File: config.mk
export PLATFORM = sky130hd
export DESIGN_NAME = digit_serial_addsub
export DESIGN_NICKNAME = d
export VERILOG_FILES = /design/src/rtl/digit_serial_addsub.sv
export SDC_FILE = /design/constraint.sdc
export NUM_CORES = 1
export LEC_CHECK = 0
export ABC_AREA = 1
export BUFFER_PORTS_ARGS = -buffer_cell sky130_fd_sc_hd__buf_4
export CAP_MARGIN = 20
export CORE_ASPECT_RATIO = 0.9
export CORE_UTILIZATION = 27
export DETAILED_ROUTE_END_ITERATION = 16
export PLACE_DENSITY = 0.51
export SETUP_SLACK_MARGIN = 0.2
export SYNTH_ARGS = -nofsm -noshare
export SYNTH_HDL_FRONTEND = slang
export SYNTH_SLANG_ARGS = --single-unit
File: constraint.sdc
create_clock -name clk -period 5.1 [get_ports clk]
set_input_delay 0.765 -clock clk [delete_from_list [all_inputs] [get_ports clk]]
set_output_delay 0.765 -clock clk [all_outputs]
set_load 0.02 [all_outputs]
File: src/rtl/digit_serial_addsub.sv
`default_nettype none
// ============================================================================
// Module   : digit_serial_addsub
// Brief    : Digit-serial add/subtract unit with optional accumulator; CHUNK
//            bits per cycle, registered inter-chunk carry, valid/ready I/O.
// Revision : 1.0 - initial release
// ============================================================================
module digit_serial_addsub #(
    parameter int WIDTH = 16,
    parameter int CHUNK = 4
) (
    input  logic             clk,
    input  logic             rst_n,
    input  logic             in_valid,
    output logic             in_ready,
    input  logic [WIDTH-1:0] a,
    input  logic [WIDTH-1:0] b,
    input  logic             cin,
    input  logic [1:0]       op,
    input  logic             acc_clr,
    output logic             out_valid,
    input  logic             out_ready,
    output logic [WIDTH-1:0] sum,
    output logic             cout,
    output logic             ovf,
    output logic             busy
);

    localparam int c_nch = WIDTH / CHUNK;
    localparam int c_kw  = (c_nch > 1) ? $clog2(c_nch) : 1;
    localparam logic [c_kw-1:0] c_k_last = c_kw'(c_nch - 1);

    if ((CHUNK < 1) || ((WIDTH % CHUNK) != 0)) begin : g_param_check
        $error("digit_serial_addsub: WIDTH must be a non-zero multiple of CHUNK");
    end

    typedef enum logic [1:0] {
        S_IDLE = 2'd0,
        S_RUN  = 2'd1,
        S_DONE = 2'd2
    } state_t;

    state_t r_state;
    state_t w_state_nxt;

    logic [WIDTH-1:0] r_l;
    logic [WIDTH-1:0] r_r;
    logic             r_carry;
    logic             r_acc_op;
    logic [c_kw-1:0]  r_k;
    logic [WIDTH-1:0] r_sum;
    logic             r_cout;
    logic             r_ovf;
    logic [WIDTH-1:0] r_acc;

    logic             w_accept;
    logic             w_last;
    logic [WIDTH-1:0] w_acc_src;
    logic [WIDTH-1:0] w_l_sel;
    logic [WIDTH-1:0] w_r_sel;
    logic [CHUNK-1:0] w_l_chunk;
    logic [CHUNK-1:0] w_r_chunk;
    logic [CHUNK:0]   w_chunk_res;
    logic [WIDTH-1:0] w_full;
    logic             w_cin_msb;

    assign w_accept  = in_valid && (r_state == S_IDLE);
    assign w_last    = (r_state == S_RUN) && (r_k == c_k_last);

    assign in_ready  = (r_state == S_IDLE);
    assign out_valid = (r_state == S_DONE);
    assign busy      = (r_state != S_IDLE);
    assign sum       = r_sum;
    assign cout      = r_cout;
    assign ovf       = r_ovf;

    // A clear in the same cycle as an accepted ACC op must feed zero, not
    // the stale accumulator, into the left operand.
    assign w_acc_src = acc_clr ? '0 : r_acc;
    assign w_l_sel   = op[1] ? w_acc_src : a;
    assign w_r_sel   = op[1] ? a : b;

    always_comb begin
        w_l_chunk   = r_l[r_k*CHUNK +: CHUNK];
        w_r_chunk   = r_r[r_k*CHUNK +: CHUNK];
        w_chunk_res = {1'b0, w_l_chunk} + {1'b0, w_r_chunk} + {{CHUNK{1'b0}}, r_carry};
        w_full      = r_sum;
        w_full[r_k*CHUNK +: CHUNK] = w_chunk_res[CHUNK-1:0];
        // Carry into the MSB recovered from the MSB's own half-sum.
        w_cin_msb   = r_l[WIDTH-1] ^ r_r[WIDTH-1] ^ w_full[WIDTH-1];
    end

    always_ff @(posedge clk or negedge rst_n) begin
        if (!rst_n) begin
            r_state <= S_IDLE;
        end else begin
            r_state <= w_state_nxt;
        end
    end

    always_comb begin
        w_state_nxt = r_state;
        case (r_state)
            S_IDLE:  if (w_accept) w_state_nxt = S_RUN;
            S_RUN:   if (w_last) w_state_nxt = S_DONE;
            S_DONE:  if (out_ready) w_state_nxt = S_IDLE;
            default: w_state_nxt = S_IDLE;
        endcase
    end

    always_ff @(posedge clk or negedge rst_n) begin
        if (!rst_n) begin
            r_l      <= '0;
            r_r      <= '0;
            r_carry  <= 1'b0;
            r_acc_op <= 1'b0;
            r_k      <= '0;
            r_sum    <= '0;
            r_cout   <= 1'b0;
            r_ovf    <= 1'b0;
            r_acc    <= '0;
        end else begin
            case (r_state)
                S_IDLE: begin
                    if (acc_clr) begin
                        r_acc <= '0;
                    end
                    if (w_accept) begin
                        r_l      <= w_l_sel;
                        r_r      <= op[0] ? ~w_r_sel : w_r_sel;
                        r_carry  <= cin ^ op[0];
                        r_acc_op <= op[1];
                        r_k      <= '0;
                    end
                end
                S_RUN: begin
                    r_sum   <= w_full;
                    r_carry <= w_chunk_res[CHUNK];
                    if (w_last) begin
                        r_cout <= w_chunk_res[CHUNK];
                        r_ovf  <= w_cin_msb ^ w_chunk_res[CHUNK];
                        if (r_acc_op) begin
                            r_acc <= w_full;
                        end
                    end else begin
                        r_k <= r_k + 1'b1;
                    end
                end
                default: begin
                end
            endcase
        end
    end

endmodule
`default_nettype wire

==> impl_metrics.ini, run 1 <==
[floorplanning]
core_area_mm2 = 0.0148
fp.dieH_um = 119
dieWidth_um = 132
rows = 42
io_pins = 61
start_util_pct = 27.8
die_area_mm2 = 0.0157

[min_path]
hold_path_end = r_r[7]$_DFFE_PN0P_
hold_path_depth = 2
min_from = r_r[7]$_DFFE_PN0P_
hp-class = reg2reg

[logic_synthesis]
synthTopCellsByCount = 113 x nand2_1, 72 x dfrtp_1, 60 x a21oi_1, 51 x nor2_1, 49 x o21ai_0
yosysTopAreaCell = dfrtp_1
synth_cell_types = 35
synth_edf_count = 0
syn_area_mm2 = 0.00411
yosys.cell_count.top_type = nand2_1
synth_top_area_share_pct = 43.8
ys_ff_latch = 72
seq_area_frac_synth_pct = 43.8
ys_warn_count = 0
yosys-top-cells-area = dfrtp_1 44%, nand2_1 10%, a21oi_1 7.3%
ys.flop_type = dfrtp_1
synth_cells = 522
synth_nets = 573
avgSynthCellArea_um2 = 7.87
synth-async-reset-ratio_pct = 100

[job]
cap_violations = 0

[global_routing]
antenna_found_initial = 0
grt_pass1_wl_um = 19500
grt_pass1_vias = 3592
grt_use_total_pct = 15.9
grt_max_degree = 73
grt-ovfl-total = 0

[detailed_routing]
routed_wl_um = 11800
drc_errors = 0
drt-initial-drc-count = 235
antenna_left = 0
detail_route.vias_per_cell = 4.72
routedWlPerCell_um = 15.4
drt_pass1_iterations = 5
vias = 3617

[finish]
instances_no_fill = 767
syn2layout_area_growth_pct = 20.3
num_antenna_cells = 0
drive_gt1_share_pct = 15.6
nets = 615

[worst_setup_path]
worst_setup_path_start_kind = register
path_cells = clkinv_4 -> o21ai_0 -> o22ai_1 -> fa_1 -> inv_1 -> fa_1 -> nor2_1 -> nand2_1 -> o22ai_1 -> nand2_1 -> a21oi_1
cp_slowest_cell = dfrtp_1
cp-end-kind = register
r2r_start = r_k[0]$_DFFE_PN0P_
arrival_ns = 3.53
path_max_fanout = 27
rr_endpoint = r_acc[5]$_DFFE_PN0P_
cp.required_ns = 5.36
reg2reg_depth = 11
max_stage_delay_ns = 0.92
ff2ff_setup_slack_ns = 1.83
worst-setup-path-type = reg2reg

[clock_network]
clk_pin_slew_ns = 0.06
hold_buffers = 0
cts_tree = yes
ctsRootBufferMaster = clkbuf_16
postCtsResizedCells = 0
cts_sinks = 72
clkLatencyLatePin_ns = 0.33
clockBufferDepth = 2
cts_max_level = 3
cts_setup_buffers = 0
numCtsBuffers = 9

[power_and_ir_drop]
pwr-share-comb_pct = 49.5
intPower_uw = 1870
p_leak_uw = 0.00237
p_per_area_mw_per_mm2 = 690
p_sw_uw = 1540
ir_drop_uv = 243
netSwitchingFraction_pct = 45.1
p_seq_share_pct = 30.6
pwr-share-clk_pct = 19.9

[outcome]
outcome = complete, no violations

[timing]
setup_viol = 0
rsz0062_at_grt = no
tightestPinTransition_ns = 0.941
max_freq_mhz = 306
finalSetupTns_ns = 0
finalCriticalPeriod_ns = 3.27
period_share_pct = 64.2
setup_slack_ns = 1.83
clock-skew-final_ns = 0.00687
maxSlewViolCount = 0
slew_headroom_pct = 37.3
hold_violations = 0

[place]
dp_hpwl_um = 8560
place_ws_ns = 1.89
io_buffers = 60
placed_cells = 751
gp_congestion = 0.837
## cell type report
class | instances | area [µm²]
Fill cell | 1597 | 9820
Multi-Input combinational cell | 369 | 1920
Sequential cell | 72 | 1800
Timing Repair Buffer | 60 | 450
Tap cell | 198 | 248
Clock buffer | 11 | 243
Inverter | 52 | 203
Clock inverter | 5 | 80.1
## power by group through the flow
| stage | clock network, µW | registers [µW] | logic [µW] |
|---|---|---|---|
| 2_1_floorplan | 0 | 1010 | 1260 |
| 3_3_place_gp | 0 | 1050 | 1650 |
| 3_5_place_dp | 0 | 1050 | 1680 |
| 4_1_cts | 693 | 1040 | 1690 |
| 5_1_grt | 721 | 1080 | 1920 |
| 6_report | 679 | 1040 | 1690 |
## state kept, by name (all words and copies together) (netlist names)
register / count
ovf: 1
r_carry: 1
r_state: 2
cout: 1
r_acc: 16
r_k: 2
r_r: 16
r_acc_op: 1
sum: 16
r_l: 16
## worst max-delay path, delay by kind of cell (launching register included)
kind | cells | cell delay, ns
flip-flops | 1 | 0.92
buffers and inverters | 2 | 0.42
adder cells (fa/ha/maj) | 2 | 0.91
AND/OR/NAND/NOR | 3 | 0.28
AO/OA/AOI/OAI | 4 | 0.66
## layer usage
layer  vias to the layer above  global-route usage [%]  part of all wire [%]  routed length, µm
met1                      1726                    22.6                    49               5810
li1                       1801                       -                     -                  -
met5                         -                       0                     0                  0
met4                         0                    4.36                   1.0                123
met3                         7                    3.19                   4.8                564
met2                        83                    24.5                    45               5300
## worst max-delay path by stage
stage	startpoint	end	slack, ns	cells after the start
5_1_grt	r_k[0]$_DFFE_PN0P_	r_acc[5]$_DFFE_PN0P_	1.53	11
4_1_cts	r_k[0]$_DFFE_PN0P_	r_acc[5]$_DFFE_PN0P_	1.87	11
3_3_place_gp	r_k[0]$_DFFE_PN0P_	r_acc[13]$_DFFE_PN0P_	1.94	11
2_1_floorplan	r_k[0]$_DFFE_PN0P_	r_acc[9]$_DFFE_PN0P_	2.66	10
6_report	r_k[0]$_DFFE_PN0P_	r_acc[5]$_DFFE_PN0P_	1.83	11
3_5_place_dp	r_k[0]$_DFFE_PN0P_	r_acc[13]$_DFFE_PN0P_	1.89	11
## through the flow
stage	total power [µW]	instance area [µm²]	util [%]	hold slack (ns)
floorplan	2280	4110	-	0.448
global placement	2700	4620	31.3	0.466
detailed placement	2730	4620	31.3	0.474
CTS	3430	4940	33.5	0.488
global route	3720	4940	33.5	0.508
finish	3410	4940	33.5	0.484
## cells in the final DEF (no fill, tap or decap), drive strengths merged
cell type / n
a32oi: 2
nand2: 117
or2: 1
nand3: 19
o22ai: 17
buf: 60
o32ai: 2
o31ai: 1
clkinv: 2
xor2: 16
clkbuf: 11
xnor2: 3
inv: 51
nand4: 3
a31oi: 7
o211ai: 1
dfrtp: 72
ha: 9
a21oi: 60
nand3b: 1
bufinv: 2
mux2i: 4
nor2: 53
fa: 2
o21ai: 51
clkinvlp: 2
## logic make-up (layout without fill, tap and decap cells)
family | count (synthesis) | after routing | share of synthesized area [%]
AND/OR/NAND/NOR | 194 | 194 | 19.4
AO/OA/AOI/OAI | 141 | 141 | 18.5
buffers and inverters | 81 | 128 | 9.50
flip-flops | 72 | 72 | 43.8
XOR/XNOR | 19 | 19 | 4.05
adder cells (fa/ha/maj) | 11 | 11 | 3.72
multiplexers | 4 | 4 | 0.974
Note: power is estimated with default switching activity, not from simulation.
==> run 2: changes to the inputs <==
--- a/config.mk
+++ b/config.mk
@@ -5,13 +5,13 @@
 export SDC_FILE = /design/constraint.sdc
 export NUM_CORES = 1
 export LEC_CHECK = 0
-export ABC_AREA = 1
+export ABC_AREA = 0
 export BUFFER_PORTS_ARGS = -buffer_cell sky130_fd_sc_hd__buf_4
 export CAP_MARGIN = 20
 export CORE_ASPECT_RATIO = 0.9
 export CORE_UTILIZATION = 27
 export DETAILED_ROUTE_END_ITERATION = 16
-export PLACE_DENSITY = 0.51
+export PLACE_DENSITY = 0.53
 export SETUP_SLACK_MARGIN = 0.2
 export SYNTH_ARGS = -nofsm -noshare
 export SYNTH_HDL_FRONTEND = slang
==> constraint.sdc (replaced) <==
create_clock -name clk -period 2.85 [get_ports clk]
set_input_delay 0.4275 -clock clk [delete_from_list [all_inputs] [get_ports clk]]
set_output_delay 0.4275 -clock clk [all_outputs]
set_load 0.02 [all_outputs]
==> run 2 against run 1 <==
Wire length is 17% lower. Global-route usage is 1.1 points lower. First-iteration DRC count is 46% lower. Via count is 18% lower. Setup slack worse by 1.5 ns. Non-clock buffer count is 7 higher. Register-to-register slack worse by 1.5 ns. Hold slack worse by 0.26 ns. Area after synthesis is 6.5% lower. Sequential share of layout area is 0.89 points higher. Largest power group unchanged.
==> impl_metrics.ini, run 2 <==
[outcome]
outcome = complete, no violations

[timing]
rsz0062_at_grt = yes
finalSetupTns_ns = 0
clock-skew-final_ns = 0.00689
period_share_pct = 87.2
hold_violations = 0
tightestPinTransition_ns = 0.925
holdWs_ns = 0.219
setup_viol = 0
maxSlewViolCount = 0
slew_headroom_pct = 38.3
max_freq_mhz = 403
finalCriticalPeriod_ns = 2.48

[power_and_ir_drop]
p_per_area_mw_per_mm2 = 1150
ir_drop_uv = 552
p_leak_uw = 0.00218
finalPower_uw = 5550

[finish]
layout_commonest_cell = dfrtp_1
regArea_mm2 = 0.00180
final_cell_mix = 71 x dfrtp_1, 66 x buf_4, 47 x nand2_1, 43 x o21ai_0
nets = 493
syn2layout_area_growth_pct = 25.7
drive_gt1_share_pct = 22.4
multiInputGateArea_mm2 = 0.00190
fill_cells = 1429
num_antenna_cells = 0

[logic_synthesis]
synthTopCellsByCount = 72 x dfrtp_1, 47 x nand2_1, 43 x o21ai_0, 20 x nand2b_1, 20 x nor2_1
avgSynthCellArea_um2 = 9.93
synth_compound_area_share_pct = 13.6
yosys-top-cells-area = dfrtp_1 47%, o21ai_0 5.6%, mux4_2 4.7%
synth_cell_types = 34
muxShareOfSynthArea_pct = 9.74
synth_cells = 387
synth_top_area_share_pct = 46.9
ys.flop_type = dfrtp_1
synth_nets = 438
syn_area_mm2 = 0.00384
yosys.cell_count.top_type = dfrtp_1
synthAdderAreaFrac_pct = 3.97
seq_area_frac_synth_pct = 46.9
synth_edf_count = 0
yosysTopAreaCell = dfrtp_1
ys_warn_count = 0
ys_ff_latch = 72
synth-xor-area-share_pct = 4.79
synth_top_family_by_area = simple AND/OR/NAND/NOR gates
synth_simple_gate_area_share_pct = 17.1
synth-async-reset-ratio_pct = 100

[worst_setup_path]
cp-end-kind = register
arrival_ns = 2.76
r2r_start = r_k[0]$_DFFE_PN0P_
path_max_fanout = 11
reg2reg_depth = 8
rr_endpoint = sum[7]$_DFFE_PN0P_
worst-setup-path-type = reg2reg
cp.required_ns = 3.12
ff2ff_setup_slack_ns = 0.37
worst_setup_path_start_kind = register

[detailed_routing]
detail_route.vias_per_cell = 4.65
drt_pass1_iterations = 4
drt-initial-drc-count = 127
vias = 2957
antenna_left = 0
routedWlPerCell_um = 15.3
routed_wl_um = 9760
drc_errors = 0

[clock_network]
cts_sinks = 72
cts_tree = yes
ctsRootBufferMaster = clkbuf_16
clk_pin_slew_ns = 0.06
numCtsBuffers = 9
clockBufferDepth = 2
clkLatencyLatePin_ns = 0.34
cts_max_level = 3

[global_routing]
grt_max_degree = 73
grt_use_total_pct = 14.8
grt-ovfl-total = 0
antenna_found_initial = 0
grt_pass1_vias = 3123
grt_pass1_wl_um = 16600

[floorplanning]
dieWidth_um = 128
start_util_pct = 28.2
fp.dieH_um = 115
rows = 40
core_area_mm2 = 0.0136
die_area_mm2 = 0.0147
io_pins = 61

[place]
dp_hpwl_um = 7250
gp_congestion = 0.767
io_buffers = 60

[min_path]
hp-class = in2async

[job]
cap_violations = 0
run 2: layout make-up:
class / count / area share, %
clock inverters: 6 / 1.71
clock buffers: 10 / 4.95
well taps: 189 / 4.90
multi-input cells: 276 / 39.3
inverters: 16 / 1.24
flip-flops and latches: 72 / 37.3
repair buffers: 67 / 10.6
run 2: cells by family (layout without fill, tap and decap cells):
kind of cell / after synthesis / in the layout
simple gates: 128 / 128
compound gates: 89 / 89
flops: 72 / 72
buf+inv: 39 / 99
mux: 27 / 27
xor+xnor: 21 / 21
fa+ha+maj: 11 / 11
run 2: worst max path at each step:
stage | startpoint | to | slack [ns] | cells past startpoint
6_report | r_k[0]$_DFFE_PN0P_ | sum[7]$_DFFE_PN0P_ | 0.37 | 8
5_1_grt | r_k[0]$_DFFE_PN0P_ | sum[3]$_DFFE_PN0P_ | 0.19 | 8
4_1_cts | r_k[0]$_DFFE_PN0P_ | sum[3]$_DFFE_PN0P_ | 0.21 | 8
3_5_place_dp | r_k[0]$_DFFE_PN0P_ | sum[3]$_DFFE_PN0P_ | 0.23 | 8
3_3_place_gp | r_k[0]$_DFFE_PN0P_ | sum[3]$_DFFE_PN0P_ | 0.28 | 8
2_1_floorplan | r_k[0]$_DFFE_PN0P_ | ovf$_DFFE_PN0P_ | 0.23 | 10
run 2: worst max-delay path: stages, from the launching register on:
cell	delay (ns)
dfrtp_2	0.45
buf_8	0.18
mux4_2	0.52
ha_1	0.30
nand3_1	0.09
and3_1	0.20
or2_2	0.31
o22ai_1	0.18
mux2_2	0.18
run 2: layer usage:
metal  GRT usage (%)  routed length (µm)  vias up  share of wire, %
met5               0                   0        -                 0
met4            4.00                 114        0               1.2
li1                -                   -     1449                 -
met3            3.82                 449       15               4.6
met2            24.1                4640       53                48
met1            19.5                4550     1440                47
run 2: metrics by stage:
| step | utilization [%] | instances | instance area, µm² | setup slack, ns |
|---|---|---|---|---|
| 5_1_grt | 35.5 | 636 | 4830 | 0.194 |
| 3_5_place_dp | 33.0 | 620 | 4490 | 0.231 |
| 6_report | 35.5 | 636 | 4830 | 0.366 |
| 3_3_place_gp | 33.0 | 620 | 4490 | 0.285 |
| 4_1_cts | 35.4 | 636 | 4810 | 0.207 |
| 2_1_floorplan | - | 387 | 3840 | 0.228 |
run 2: power breakdown:
part | total, µW | internal (µW) | switching [µW]
sequential | 1660 | 1390 | 267
combinational | 2660 | 1160 | 1500
clock | 1230 | 785 | 440
run 2: what timing repair did:
| item | CTS | global route |
|---|---|---|
| resized for setup | 0 | 4 |
| setup endpoints to repair | 0 | 16 |
| hold buffers | 0 | 0 |
| setup buffers | 0 | 0 |
